**src/rtl/lsu_pkg.sv**
```systemverilog
// Shared definitions for the load/store controller: funct3 codes, FSM states, request error check.
// Latency: n/a (package).
// Backpressure: n/a (package).
package lsu_pkg;

    // Load funct3 encodings
    localparam logic [2:0] LB  = 3'b000;
    localparam logic [2:0] LH  = 3'b001;
    localparam logic [2:0] LW  = 3'b010;
    localparam logic [2:0] LBU = 3'b100;
    localparam logic [2:0] LHU = 3'b101;
    // Store funct3 encodings
    localparam logic [2:0] SB  = 3'b000;
    localparam logic [2:0] SH  = 3'b001;
    localparam logic [2:0] SW  = 3'b010;

    typedef enum logic [2:0] {
        ST_IDLE,
        ST_LOAD,
        ST_RMW_RD,
        ST_WRITE,
        ST_RESP
    } lsu_state_e;

    // Fields of an accepted request that the access states still need.
    // Upper address bits have already been consumed by the range check.
    typedef struct packed {
        logic [2:0]  funct3;
        logic [1:0]  addr_lo;
        logic [31:0] wdata;
    } lsu_req_t;

    // True when the request must be rejected without touching memory.
    function automatic logic lsu_check_err(input logic       we,
                                           input logic [2:0] funct3,
                                           input logic [1:0] addr_lo,
                                           input logic       out_of_range);
        logic err;
        err = out_of_range;
        if (we) begin
            case (funct3)
                SB:      err = err;
                SH:      err = err | addr_lo[0];
                SW:      err = err | (addr_lo != 2'b00);
                default: err = 1'b1;
            endcase
        end else begin
            case (funct3)
                LB, LBU: err = err;
                LH, LHU: err = err | addr_lo[0];
                LW:      err = err | (addr_lo != 2'b00);
                default: err = 1'b1;
            endcase
        end
        return err;
    endfunction

endpackage

```
**src/rtl/lsu_mem_ctrl_align.sv**
```systemverilog
// Load lane extraction with sign/zero extension, and store lane merge into a read word.
// Latency: purely combinational.
// Backpressure: none; no handshake.
module lsu_align
    import lsu_pkg::*;
(
    input  logic [2:0]  funct3_i,
    input  logic [1:0]  addr_lo_i,
    input  logic [31:0] word_i,
    input  logic [31:0] wdata_i,
    output logic [31:0] load_o,
    output logic [31:0] merge_o
);

    logic [7:0]  byte_sel;
    logic [15:0] half_sel;

    // Pick the addressed byte and halfword out of the memory word.
    always_comb begin
        byte_sel = word_i[7:0];
        case (addr_lo_i)
            2'd0: byte_sel = word_i[7:0];
            2'd1: byte_sel = word_i[15:8];
            2'd2: byte_sel = word_i[23:16];
            2'd3: byte_sel = word_i[31:24];
            default: byte_sel = word_i[7:0];
        endcase
        half_sel = addr_lo_i[1] ? word_i[31:16] : word_i[15:0];
    end

    // Extend the selected lane according to the load type.
    always_comb begin
        load_o = word_i;
        case (funct3_i)
            LB:      load_o = {{24{byte_sel[7]}}, byte_sel};
            LBU:     load_o = {24'd0, byte_sel};
            LH:      load_o = {{16{half_sel[15]}}, half_sel};
            LHU:     load_o = {16'd0, half_sel};
            default: load_o = word_i;
        endcase
    end

    // Overlay the store lane onto the word read back from memory.
    always_comb begin
        merge_o = word_i;
        case (funct3_i)
            SB: begin
                case (addr_lo_i)
                    2'd0: merge_o[7:0]   = wdata_i[7:0];
                    2'd1: merge_o[15:8]  = wdata_i[7:0];
                    2'd2: merge_o[23:16] = wdata_i[7:0];
                    2'd3: merge_o[31:24] = wdata_i[7:0];
                    default: merge_o = word_i;
                endcase
            end
            SH: begin
                if (addr_lo_i[1]) merge_o[31:16] = wdata_i[15:0];
                else              merge_o[15:0]  = wdata_i[15:0];
            end
            default: merge_o = wdata_i;
        endcase
    end

endmodule

```
**src/rtl/lsu_mem_ctrl.sv**
```systemverilog
// Load/store initiator for a word-addressed async-read data memory; RMW for sub-word stores.
// Latency: response 1 cycle after accept (error), 2 (load/SW), 3 (SB/SH).
// Backpressure: req_ready_o high only in IDLE; requests while busy are ignored, response cannot stall.
module lsu_mem_ctrl
    import lsu_pkg::*;
#(
    parameter int ADDR_W = 6
) (
    input  logic              clk,
    input  logic              rst_n,
    input  logic              req_valid_i,
    output logic              req_ready_o,
    input  logic              req_we_i,
    input  logic [2:0]        req_funct3_i,
    input  logic [31:0]       req_addr_i,
    input  logic [31:0]       req_wdata_i,
    output logic              rsp_valid_o,
    output logic [31:0]       rsp_rdata_o,
    output logic              rsp_err_o,
    output logic              mem_rd_en_o,
    output logic              mem_wr_en_o,
    output logic [ADDR_W-1:0] mem_addr_o,
    output logic [31:0]       mem_d_o,
    input  logic [31:0]       mem_d_i
);

    lsu_state_e        state_q, state_d;
    lsu_req_t          req_q;
    logic [31:0]       rdata_q;
    logic              err_q;
    logic [ADDR_W-1:0] maddr_q;
    logic [31:0]       md_q;

    logic              accept;
    logic              out_of_range;
    logic              acc_err;
    logic [31:0]       load_word;
    logic [31:0]       merge_word;

    assign accept       = req_valid_i && (state_q == ST_IDLE);
    assign out_of_range = |(req_addr_i >> (ADDR_W + 2));
    assign acc_err      = lsu_check_err(req_we_i, req_funct3_i, req_addr_i[1:0], out_of_range);

    lsu_align u_align (
        .funct3_i  (req_q.funct3),
        .addr_lo_i (req_q.addr_lo),
        .word_i    (mem_d_i),
        .wdata_i   (req_q.wdata),
        .load_o    (load_word),
        .merge_o   (merge_word)
    );

    // State register; reset drops the enables at once, aborting any access in flight.
    always_ff @(posedge clk or negedge rst_n) begin
        if (!rst_n) state_q <= ST_IDLE;
        else        state_q <= state_d;
    end

    // Next-state and enable/handshake decode.
    always_comb begin
        state_d     = state_q;
        req_ready_o = 1'b0;
        mem_rd_en_o = 1'b0;
        mem_wr_en_o = 1'b0;
        rsp_valid_o = 1'b0;
        case (state_q)
            ST_IDLE: begin
                req_ready_o = 1'b1;
                if (req_valid_i) begin
                    if (acc_err)            state_d = ST_RESP;
                    else if (!req_we_i)     state_d = ST_LOAD;
                    else if (req_funct3_i == SW) state_d = ST_WRITE;
                    else                    state_d = ST_RMW_RD;
                end
            end
            ST_LOAD: begin
                mem_rd_en_o = 1'b1;
                state_d     = ST_RESP;
            end
            ST_RMW_RD: begin
                mem_rd_en_o = 1'b1;
                state_d     = ST_WRITE;
            end
            ST_WRITE: begin
                mem_wr_en_o = 1'b1;
                state_d     = ST_RESP;
            end
            ST_RESP: begin
                rsp_valid_o = 1'b1;
                state_d     = ST_IDLE;
            end
            default: state_d = ST_IDLE;
        endcase
    end

    // Request latch, load result capture and write-data staging.
    // The memory address only moves for requests that will actually access memory.
    always_ff @(posedge clk or negedge rst_n) begin
        if (!rst_n) begin
            req_q   <= '0;
            rdata_q <= '0;
            err_q   <= 1'b0;
            maddr_q <= '0;
            md_q    <= '0;
        end else begin
            if (accept) begin
                req_q.funct3  <= req_funct3_i;
                req_q.addr_lo <= req_addr_i[1:0];
                req_q.wdata   <= req_wdata_i;
                rdata_q       <= '0;
                err_q         <= acc_err;
                if (!acc_err) begin
                    maddr_q <= req_addr_i[ADDR_W+1:2];
                    if (req_we_i && (req_funct3_i == SW)) md_q <= req_wdata_i;
                end
            end
            if (state_q == ST_LOAD)   rdata_q <= load_word;
            if (state_q == ST_RMW_RD) md_q    <= merge_word;
        end
    end

    assign rsp_rdata_o = rdata_q;
    assign rsp_err_o   = err_q;
    assign mem_addr_o  = maddr_q;
    assign mem_d_o     = md_q;

endmodule

```
**config.mk**
```make
export PLATFORM = sky130hd
export DESIGN_NAME = lsu_mem_ctrl
export DESIGN_NICKNAME = d
export VERILOG_FILES = /design/src/rtl/lsu_pkg.sv /design/src/rtl/lsu_mem_ctrl_align.sv /design/src/rtl/lsu_mem_ctrl.sv
export SDC_FILE = /design/constraint.sdc
export NUM_CORES = 1
export LEC_CHECK = 0
export ABC_AREA = 1
export CAP_MARGIN = 20
export CORE_MARGIN = 4
export CORE_UTILIZATION = 49
export DETAILED_ROUTE_END_ITERATION = 8
export MAX_ROUTING_LAYER = met4
export PLACE_DENSITY = 0.89
export SYNTH_ARGS = -nofsm -noshare
export SYNTH_HDL_FRONTEND = slang
export SYNTH_SLANG_ARGS = --single-unit
```
**constraint.sdc**
```tcl
create_clock -name clk -period 1.89 [get_ports clk]
set_input_delay 0.189 -clock clk [delete_from_list [all_inputs] [get_ports clk]]
set_output_delay 0.189 -clock clk [all_outputs]
set_load 0.01 [all_outputs]
```
==> flow_summary.ini, run 1 <==
[run_status]
outcome = finished, final reports clean

[floorplanning]
dieArea_sq_mm = 0.01485
rows = 41
die-height_um = 121.9
ios = 178
std_cell_core_area_sq_mm = 0.01267
die-width_um = 121.9
start_util = 0.5012

[hold_path]
origin_of_the_worst_min_delay_path = req_addr_i[3]
hp-class = primary input to flip-flop

[layout]
insertedDiodeCount = 0
layout_nets = 1183
seq_area_sq_mm = 0.002778
layout_common_cells = 317 x nand2_1, 174 x clkdlybuf4s50_1, 118 x o21ai_0
leading_cell_type_in_the_layout_fill_and_taps_excluded = nand2_1
finish.utilization = 0.6852
multiInputGateArea_sq_mm = 0.003028
post_route_cells_drive_above_1_share = 0.06083
fillers = 1074
post_layout_nonfiller_instances = 1257
syn2layout_area_growth_pct = 36.70

[power]
netSwitchingFraction = 0.4202
pwr-share-clk = 0.211
total_power_mw = 9.429
cellLeakagePower_nw = 4.195
total_switching_power_mw = 3.962
share_seq_of_total_power = 0.335
pint_mw = 5.467
power_density_mw_per_mm2 = 1086
vdd_ir_drop_max_v = 0.0006308
comb_power_share = 0.454

[synthesis]
synth_top_area_share = 0.4374
synth_cells = 912
syn_avg_cell_area_sq_um = 6.964
ys_seq_area_frac = 0.4374
yosys-top-cells-area = dfrtp_1 44%, nand2_1 19%, o21ai_0 9.3%
synth_area_sq_mm = 0.006351
post_synth_mux_area_share = 0
synthDominantAreaCellType = dfrtp_1
syn_nets = 1015
synth_simple_gate_area_share = 0.2898
synth_cell_types = 27
post_synth_fa_ha_maj_area_fraction = 0
yosys_synthesis_warning_count = 0
compound_cell_area_share_of_the_yosys_netlist = 0.1838
ys_seq_elements = 111
synth_top_family_by_area = simple AND/OR/NAND/NOR gates
post_synth_xor_area_fraction = 0

[setup_path]
cp_data_arrival_time_ns = 1.57
reg2reg_setup_slack_ns = 0.17
worstSetupEndpointType = output port
critical_path.max_stage_delay_ns = 0.56
critical_path_required_ns = 1.70
worstPathCellList = inv_2 -> nand2_1 -> nor2_1 -> clkdlybuf4s50_1
worstSetupStartpoint = state_q[2]
critical_path_class = flip-flop to output port
start_kind = flip-flop
worst_path_max_delay_cell = clkdlybuf4s50_1
regToRegStartpoint = req_q[36]
timing.critical_path.fanout_max = 5

[timing]
period_share = 0.9291
timing.slew.headroom = 0.5463
timing.fmax_ghz = 0.5695
timing_hold_violations_final = 0
unrepaired_setup_endpoints_after_global_routing = false
timing.clock.skew_ns = 0.005803
setup_viol_count_final = 0
fin_setup_tns_ns = 0
tightestPinTransition_ns = 0.6789
maxSlewViolCount = 0
period_needed_ns = 1.756

[cts]
clk-insertion-delay-late_ns = 0.35
clock_buffers_created_by_tritoncts = 9
cts.path.max_buffers = 2
clock-root-buffer = clkbuf_16
cts.repair_timing.setup_buffer_count = 0
path_clk_slew_ns = 0.07
ctsHtreeMaxLevel = 3
clock-sinks = 111
cts_tree = done

[route]
route.vias.total = 6766
totalWireLength_mm = 20.11
drtAntennaViolNets = 0
drt_pre_antenna_iters = 5
first_iter_violations = 720
wire_per_inst_um = 16.00
avgViaCountPerCell = 5.383
route.detailed.drc = 0

[grt]
grt_max_degree = 55
global_route.overflow_total = 0
globalRouteTotalUtil = 0.2831
vias_in_the_first_global_route = 6405
grt_antenna_before_repair = 0
grt_pass1_wl_mm = 32.25

[placement]
finalWeightedCongestion = 1.001
buffer_ports.inserted = 177
hpwlAfterDp_mm = 15.13
placedCellCount = 1240

[run]
drv_cap = 0
-- power groups by stage --
stage / Sequential (mW) / Clock, mW / Combinational (mW)
global placement: 3.17 / 0 / 4.11
CTS: 3.15 / 2.01 / 4.21
global route: 3.21 / 2.11 / 4.80
finish: 3.16 / 1.99 / 4.28
detailed placement: 3.19 / 0 / 4.18
floorplan: 3.14 / 0 / 2.88
-- area by class of cell --
class	count	area share
multi-input combinational	671	0.3488
sequential	111	0.3199
timing repair buffer	204	0.2348
inverter	83	0.03617
clock buffer	12	0.02954
tap	172	0.02479
clock inverter	4	0.006053
-- Yosys cell counts, drive strengths merged --
cell type,n
a21oi,60
nor2,67
o221ai,7
o21a,1
clkbuf,18
buf,29
inv,83
nand2,321
nand3,58
nor3,2
a31oi,6
nand4,4
dfrtp,111
o21ai,131
o211ai,14
-- per-layer routing --
| layer | global-route usage | part of all wire | up-vias | routed length [um] |
|---|---|---|---|---|
| met2 | 0.4385 | 0.46 | 337 | 9331 |
| met4 | 0.1148 | 0.036 | 0 | 719 |
| met1 | 0.3719 | 0.42 | 3101 | 8453 |
| li1 | - | - | 3284 | - |
| met3 | 0.04828 | 0.080 | 44 | 1607 |
| met5 | - | 0 | - | 0 |
-- final timing paths --
kind	to	cells after the start
max in group asynchronous	req_q[12]	3
min in group asynchronous	req_q[11]	2
worst max register to register	mem_d_o[23]	8
worst min-delay path	mem_addr_o[1]	3
worst max-delay path	mem_wr_en_o	4
worst min register to register	rsp_rdata_o[11]	2
-- metrics by stage --
stage	hold WS [ns]	setup WS [ns]	cell area, sq um
detailed placement	0.2415	-0.08284	8344
finish	0.3710	0.1340	8682
CTS	0.3652	0.02145	8680
global route	0.3763	0.02172	8682
floorplan	-0.1066	0.4369	6351
global placement	0.2464	-0.01516	8344
-- kinds of logic after synthesis --
kind of cell	after synthesis
buffers and inverters	130
AND/OR/NAND/NOR	452
AO/OA/AOI/OAI	219
flip-flops	111
-- registers in the layout, summed over array words and instances (netlist names) --
signal,count
state_q,3
mem_d_o,32
rsp_rdata_o,32
mem_addr_o,6
rsp_err_o,1
req_q,37
-- worst max-delay path: cells and delay by family, from the launching register on --
kind | cells | cell delay (ns)
buf+inv | 2 | 0.67
flops | 1 | 0.37
simple gates | 2 | 0.18
-- repair_timing --
action	CTS	global route
hold buffers	1	0
endpoints found under the hold margin	40	0
resized for setup	5	1
setup endpoints to repair	6	1
Note: power is estimated with default switching activity, not from simulation.
==> run 2: changes to the inputs <==
--- a/config.mk
+++ b/config.mk
@@ -7,11 +7,11 @@
 export LEC_CHECK = 0
 export ABC_AREA = 1
 export CAP_MARGIN = 20
-export CORE_MARGIN = 4
+export CORE_MARGIN = 3
 export CORE_UTILIZATION = 49
 export DETAILED_ROUTE_END_ITERATION = 8
 export MAX_ROUTING_LAYER = met4
-export PLACE_DENSITY = 0.89
+export PLACE_DENSITY_LB_ADDON = 0.12
 export SYNTH_ARGS = -nofsm -noshare
 export SYNTH_HDL_FRONTEND = slang
 export SYNTH_SLANG_ARGS = --single-unit
==> flow_summary.ini, run 2 (same netlist as run 1, synthesis figures left out) <==
[run_status]
outcome = finished, final reports clean

[grt]
global_route.overflow_total = 0
globalRouteTotalUtil = 0.2919
grt_antenna_before_repair = 0
grt_pass1_wl_mm = 32.66
grt_max_degree = 47
vias_in_the_first_global_route = 6383

[cts]
ctsHtreeMaxLevel = 3
cts.path.max_buffers = 2
clk-insertion-delay-late_ns = 0.36
cts_tree = done
clock_buffers_created_by_tritoncts = 9
path_clk_slew_ns = 0.08
clock-sinks = 111
clock-root-buffer = clkbuf_16

[timing]
tightestPinTransition_ns = 0.5117
setup_viol_count_final = 0
maxSlewViolCount = 0
period_needed_ns = 1.754
finalWorstSetupSlack_ns = 0.1360
unrepaired_setup_endpoints_after_global_routing = false
timing.slew.headroom = 0.6585
timing_hold_violations_final = 0
fin_setup_tns_ns = 0
timing.clock.skew_ns = 0.008711
timing.fmax_ghz = 0.5701
period_share = 0.9281

[setup_path]
critical_path_class = flip-flop to output port
reg2reg_setup_slack_ns = 0.19
worstSetupEndpointType = output port
cp_data_arrival_time_ns = 1.57
worst_r2r_path_depth = 10
start_kind = flip-flop
regToRegStartpoint = req_q[33]
reg2reg_to = rsp_rdata_o[18]
timing.critical_path.fanout_max = 3
critical_path_required_ns = 1.70

[power]
comb_power_share = 0.456
pint_mw = 5.441
netSwitchingFraction = 0.4305
power_density_mw_per_mm2 = 1097
vdd_ir_drop_max_v = 0.0006530
total_switching_power_mw = 4.114
total_power_mw = 9.554
pwr-share-clk = 0.211
share_seq_of_total_power = 0.333
cellLeakagePower_nw = 4.201

[route]
totalWireLength_mm = 20.32
drt_pre_antenna_iters = 5
first_iter_violations = 716
avgViaCountPerCell = 5.372
route.detailed.drc = 0
wire_per_inst_um = 16.19
drtAntennaViolNets = 0
route.vias.total = 6742

[floorplanning]
rows = 40
ios = 178
start_util = 0.5138
die-width_um = 119.9
dieArea_sq_mm = 0.01436
die-height_um = 119.9
std_cell_core_area_sq_mm = 0.01236

[run]
drv_cap = 0

[placement]
hpwlAfterDp_mm = 15.27
post-place-ws_ns = 0.04576
placed_area_sq_mm = 0.008367
buffer_ports.inserted = 177
finalWeightedCongestion = 0.9526

[layout]
syn2layout_area_growth_pct = 37.14
regMostFlops = req_q
post_route_cells_drive_above_1_share = 0.06440
fin_area_sq_mm = 0.008710
insertedDiodeCount = 0
leading_cell_type_in_the_layout_fill_and_taps_excluded = nand2_1
layout_nets = 1185
largest_register_ffs = 37
layout_common_cells = 317 x nand2_1, 173 x clkdlybuf4s50_1, 118 x o21ai_0

[hold_path]
hp-class = primary input to asynchronous set/reset pin
-- run 2: what timing repair did --
item,4_1_cts,5_1_grt
hold endpoints to repair,27,0
hold buffers,1,0
resized for setup,4,4
endpoints found under the setup margin,2,7
buffers inserted,0,0
-- run 2: through the flow --
step	util	hold WS, ns	instances
4_1_cts	0.7038	0.3197	1255
5_1_grt	0.7046	0.3504	1255
6_report	0.7046	0.3005	1255
3_5_place_dp	0.6768	0.1481	1238
3_3_place_gp	0.6768	0.1485	1238
2_1_floorplan	-	-0.1066	912
-- run 2: worst max-delay path, cell delays in order, from the launching register on --
cell and delay [ns]:
dfrtp_1 0.43, nor3_1 0.20, clkdlybuf4s50_1 0.58
-- run 2: worst max path at each step --
stage,depth (start not counted),start,to,slack (ns)
after floorplan,9,req_q[36],mem_d_o[27],0.44
after global placement,10,req_addr_i[29],mem_addr_o[4],0.08
after detailed placement,8,req_funct3_i[1],mem_d_o[20],0.05
after CTS,4,state_q[2],mem_wr_en_o,0.1
after global routing,2,state_q[0],rsp_valid_o,0.03
final,2,state_q[1],rsp_valid_o,0.14
-- run 2: area by class of cell --
class                           instances  area, sq um
Multi-Input combinational cell        671         3025
Timing Repair Buffer                  206         2064
Clock buffer                            9        225.2
Clock inverter                          7        86.33
Sequential cell                       111         2780
Tap cell                              168        210.2
Inverter                               83        317.8
Fill cell                            1116         3652
-- run 2: power groups by stage --
stage,registers [mW],logic (mW),clock network (mW)
final,3.18,4.36,2.01
after global placement,3.20,4.19,0
after CTS,3.17,4.29,2.02
after detailed placement,3.21,4.26,0
after floorplan,3.14,2.88,0
after global routing,3.24,4.84,2.11
-- run 2: layer usage --
metal	GRT usage	vias up	routed length [um]
met5	-	-	0
met4	0.1253	0	791
met3	0.04053	54	1458
met2	0.4516	302	9487
met1	0.3878	3088	8587
li1	-	3298	-
==> patch (settings of run 2) <==
Change the parameter `ADDR_W` from 6 to 7.
--- a/src/rtl/lsu_mem_ctrl.sv
+++ b/src/rtl/lsu_mem_ctrl.sv
@@ -6,3 +6,3 @@
 #(
-    parameter int ADDR_W = 6
+    parameter int ADDR_W = 7
 ) (
Interface: changed (resized mem_addr_o); port bits go from 178 to 179. The function was not compared with the original's and may differ.
==> patch against run 2 <==
  * Routed wire length about the same
  * Sequential share of layout area about the same
  * Final cell count up 2.7%
  * Total power down 1.3%
  * Count of clock-buffer cells in the layout unchanged
  * Setup slack worse by 0.00073 ns
  * Highest routed layer unchanged
  * Critical endpoint is now mem_d_o[22]
  * Critical path type is now register to register
  * Area after synthesis up 2.6%
  * Design area up 0.96%
  * Sequential cell count up 1
==> patch: results (changes against run 2) <==
CTS
  • Worst-path clk slew: roughly 0.070 ns
  • Skew-Pair Late Insertion Delay: 0.36 ns (about the same)
  • CTS buffer count: 9 (unchanged)
  • Clock tree buffer depth: 2 (unchanged)
  • H-tree depth: 3 (unchanged)
  • CTS Root Cell: clkbuf_16

Finish
  • Max reg flops: 37 (unchanged)
  • N_diodes: 0 (unchanged)
  • Top reg by flops: req_q
  • Layout cells sized above 1: 6.45% (about the same)
  • FILL cells: 1153 (+3.3%)
  • Final Net Count: 1218 (+2.8%)

Yosys
  • Post-synthesis xor/xnor area fraction: 0% (unchanged)
  • Top cells by area, synth: dfrtp_1 (43%), nand2_1 (23%), a21oi_1 (5.5%)
  • Synth warn: 0 (unchanged)
  • Sequential cell area fraction in the yosys report: 43.0% (-0.74 points)
  • Complex-gate fraction of the synthesized area: 14.9% (-3.5 points)
  • Main flop type after synthesis: dfrtp_1
  • Syn_nets: 1054 (+3.8%)
  • Post-synthesis mux area share: 0% (unchanged)
  • Synth unique cells: 35 (+30%)
  • Synth cell count leaders: nand2_1 (391), dfrtp_1 (112), a21oi_1 (71), nor2_1 (70), inv_1 (60)
  • Synthesized area per cell: 6.85 um2 (-1.6%)
  • Ys async rst share: 100% (unchanged)
  • Adder-Cell Fraction of Synth Area: 0% (unchanged)

Global route
  • Largest net degree at the start of global routing: 63 (+34%)
  • GRT Util Overall: 28.6% (-0.55 points)
  • Vias in the first global route: 6375 (-0.13%)
  • Global-route wire length before repair: 32300 um (-1.0%)
  • Initial antenna violation count: 0 (unchanged)

Route
  • Routed wire length: 20300 um (about the same)
  • Via-per-instance ratio: 5.35 (-0.46%)
  • First-pass iteration count of the detailed router: 6 (+1)
  • Iteration-0 DRC Markers: 556 (-22%)
  • Vias: 6893 (+2.2%)

Worst setup path
  • Worst r2r path cells: 8 (-2)
  • Worst path arrival time: 2.00 ns (+0.43 ns)
  • CP Max Fanout: 32 (+29)
  • Slowest-stage cell, CP: dfrtp_1
  • Critical path's largest stage delay: 0.43 ns (-0.15 ns)
  • Reg2reg setup slack: 0.14 ns (-0.05 ns)

Timing
  • Slew HR: 67.5% (+1.6 points)
  • Post-Route Skew: 0.00953 ns (+0.000819 ns)
  • Tightest hold margin: 0.358 ns (+0.0575 ns)

Power
  • Worst VDD drop: 0.000643 V (-1.5%)
  • Leakage power: 4.45 nW (+5.9%)

Place
  • I/O Buffers: 178 (+0.56%)
  • Gpl congestion: 0.963 (+1.1%)
  • Post-DP HPWL: 14700 um (-3.4%)
  • Cell Count Post-Placement: 1275 (+3.0%)

Worst hold path
  • Class of the worst hold path: primary input to asynchronous set/reset pin

Outcome
  • Outcome: finished, final reports clean
[patch: cell types whose count changed in the layout (fill, tap and decap cells not counted), sizes merged, moves of 2 or more]
cell | run 2 | this run
clkdlybuf4s50 | 173 | 175
nand3 | 58 | 56
a21oi | 60 | 72
o211ai | 14 | 10
clkinv | 2 | 4
nand2 | 321 | 400
o22ai | 0 | 6
clkinvlp | 2 | 0
o21ai | 131 | 73
buf | 29 | 27
inv | 85 | 70
nor2 | 67 | 77
[patch: path summary, 6_finish.rpt]
path	from	to
min	rst_n	rsp_rdata_o[19]
min in group clk	req_addr_i[7]	mem_addr_o[5]
max reg2reg	state_q[1]	mem_d_o[22]
min reg2reg	req_q[19]	req_q[19]
max in group asynchronous	rst_n	req_q[17]
max	state_q[1]	mem_d_o[22]
[patch: final cells by class]
cell class | instances | area [um2] | area share, %
Clock inverter | 4 | 48.8 | 0.555
Clock buffer | 9 | 225 | 2.56
Multi-Input combinational cell | 716 | 3170 | 36.1
Inverter | 71 | 273 | 3.10
Timing Repair Buffer | 205 | 2060 | 23.4
Tap cell | 172 | 215 | 2.45
Sequential cell | 112 | 2800 | 31.9
[patch: cells by family (layout without fill, tap and decap cells)]
| kind of cell | count (synthesis) | count (layout) |
|---|---|---|
| AO/OA/AOI/OAI | 177 | 177 |
| buffers and inverters | 123 | 289 |
| AND/OR/NAND/NOR | 539 | 539 |
| flip-flops | 112 | 112 |
[patch: routing by layer]
layer / part of all wire, % / vias up / GRT usage, %
li1: - / 3367 / -
met1: 43 / 3182 / 38.2
met2: 47 / 305 / 44.7
met3: 7.6 / 39 / 4.06
met4: 3.0 / 0 / 10.9
met5: 0 / - / -
[patch: critical path: cells and delay by family, from the launching register on]
family	cells	cell delay (ns)
AND/OR/NAND/NOR	5	0.63
flip-flops	1	0.43
buffers and inverters	3	0.55
[patch: metrics by stage]
| stage | setup slack [ns] | cell area (um2) | util (%) |
|---|---|---|---|
| final | 0.135 | 8790 | 68.6 |
| after global routing | 0.0170 | 8790 | 68.6 |
| after detailed placement | 0.0744 | 8500 | 66.3 |
| after floorplan | 0.494 | 6520 | - |
| after global placement | -0.0386 | 8490 | 66.2 |
| after CTS | 0.0977 | 8790 | 68.5 |
[patch: power breakdown]
part / total (W) / internal [W] / switching (W)
logic: 0.00440 / 0.00149 / 0.00292
registers: 0.00316 / 0.00285 / 0.000302
clock network: 0.00186 / 0.00100 / 0.000860
[patch: repair_timing]
action / in CTS / in global routing
gates cloned: 0 / 0
endpoints found under the hold margin: 112 / 0
setup endpoints to repair: 2 / 1
hold buffers: 1 / 0
resized for setup: 3 / 1
buffers inserted: 0 / 0
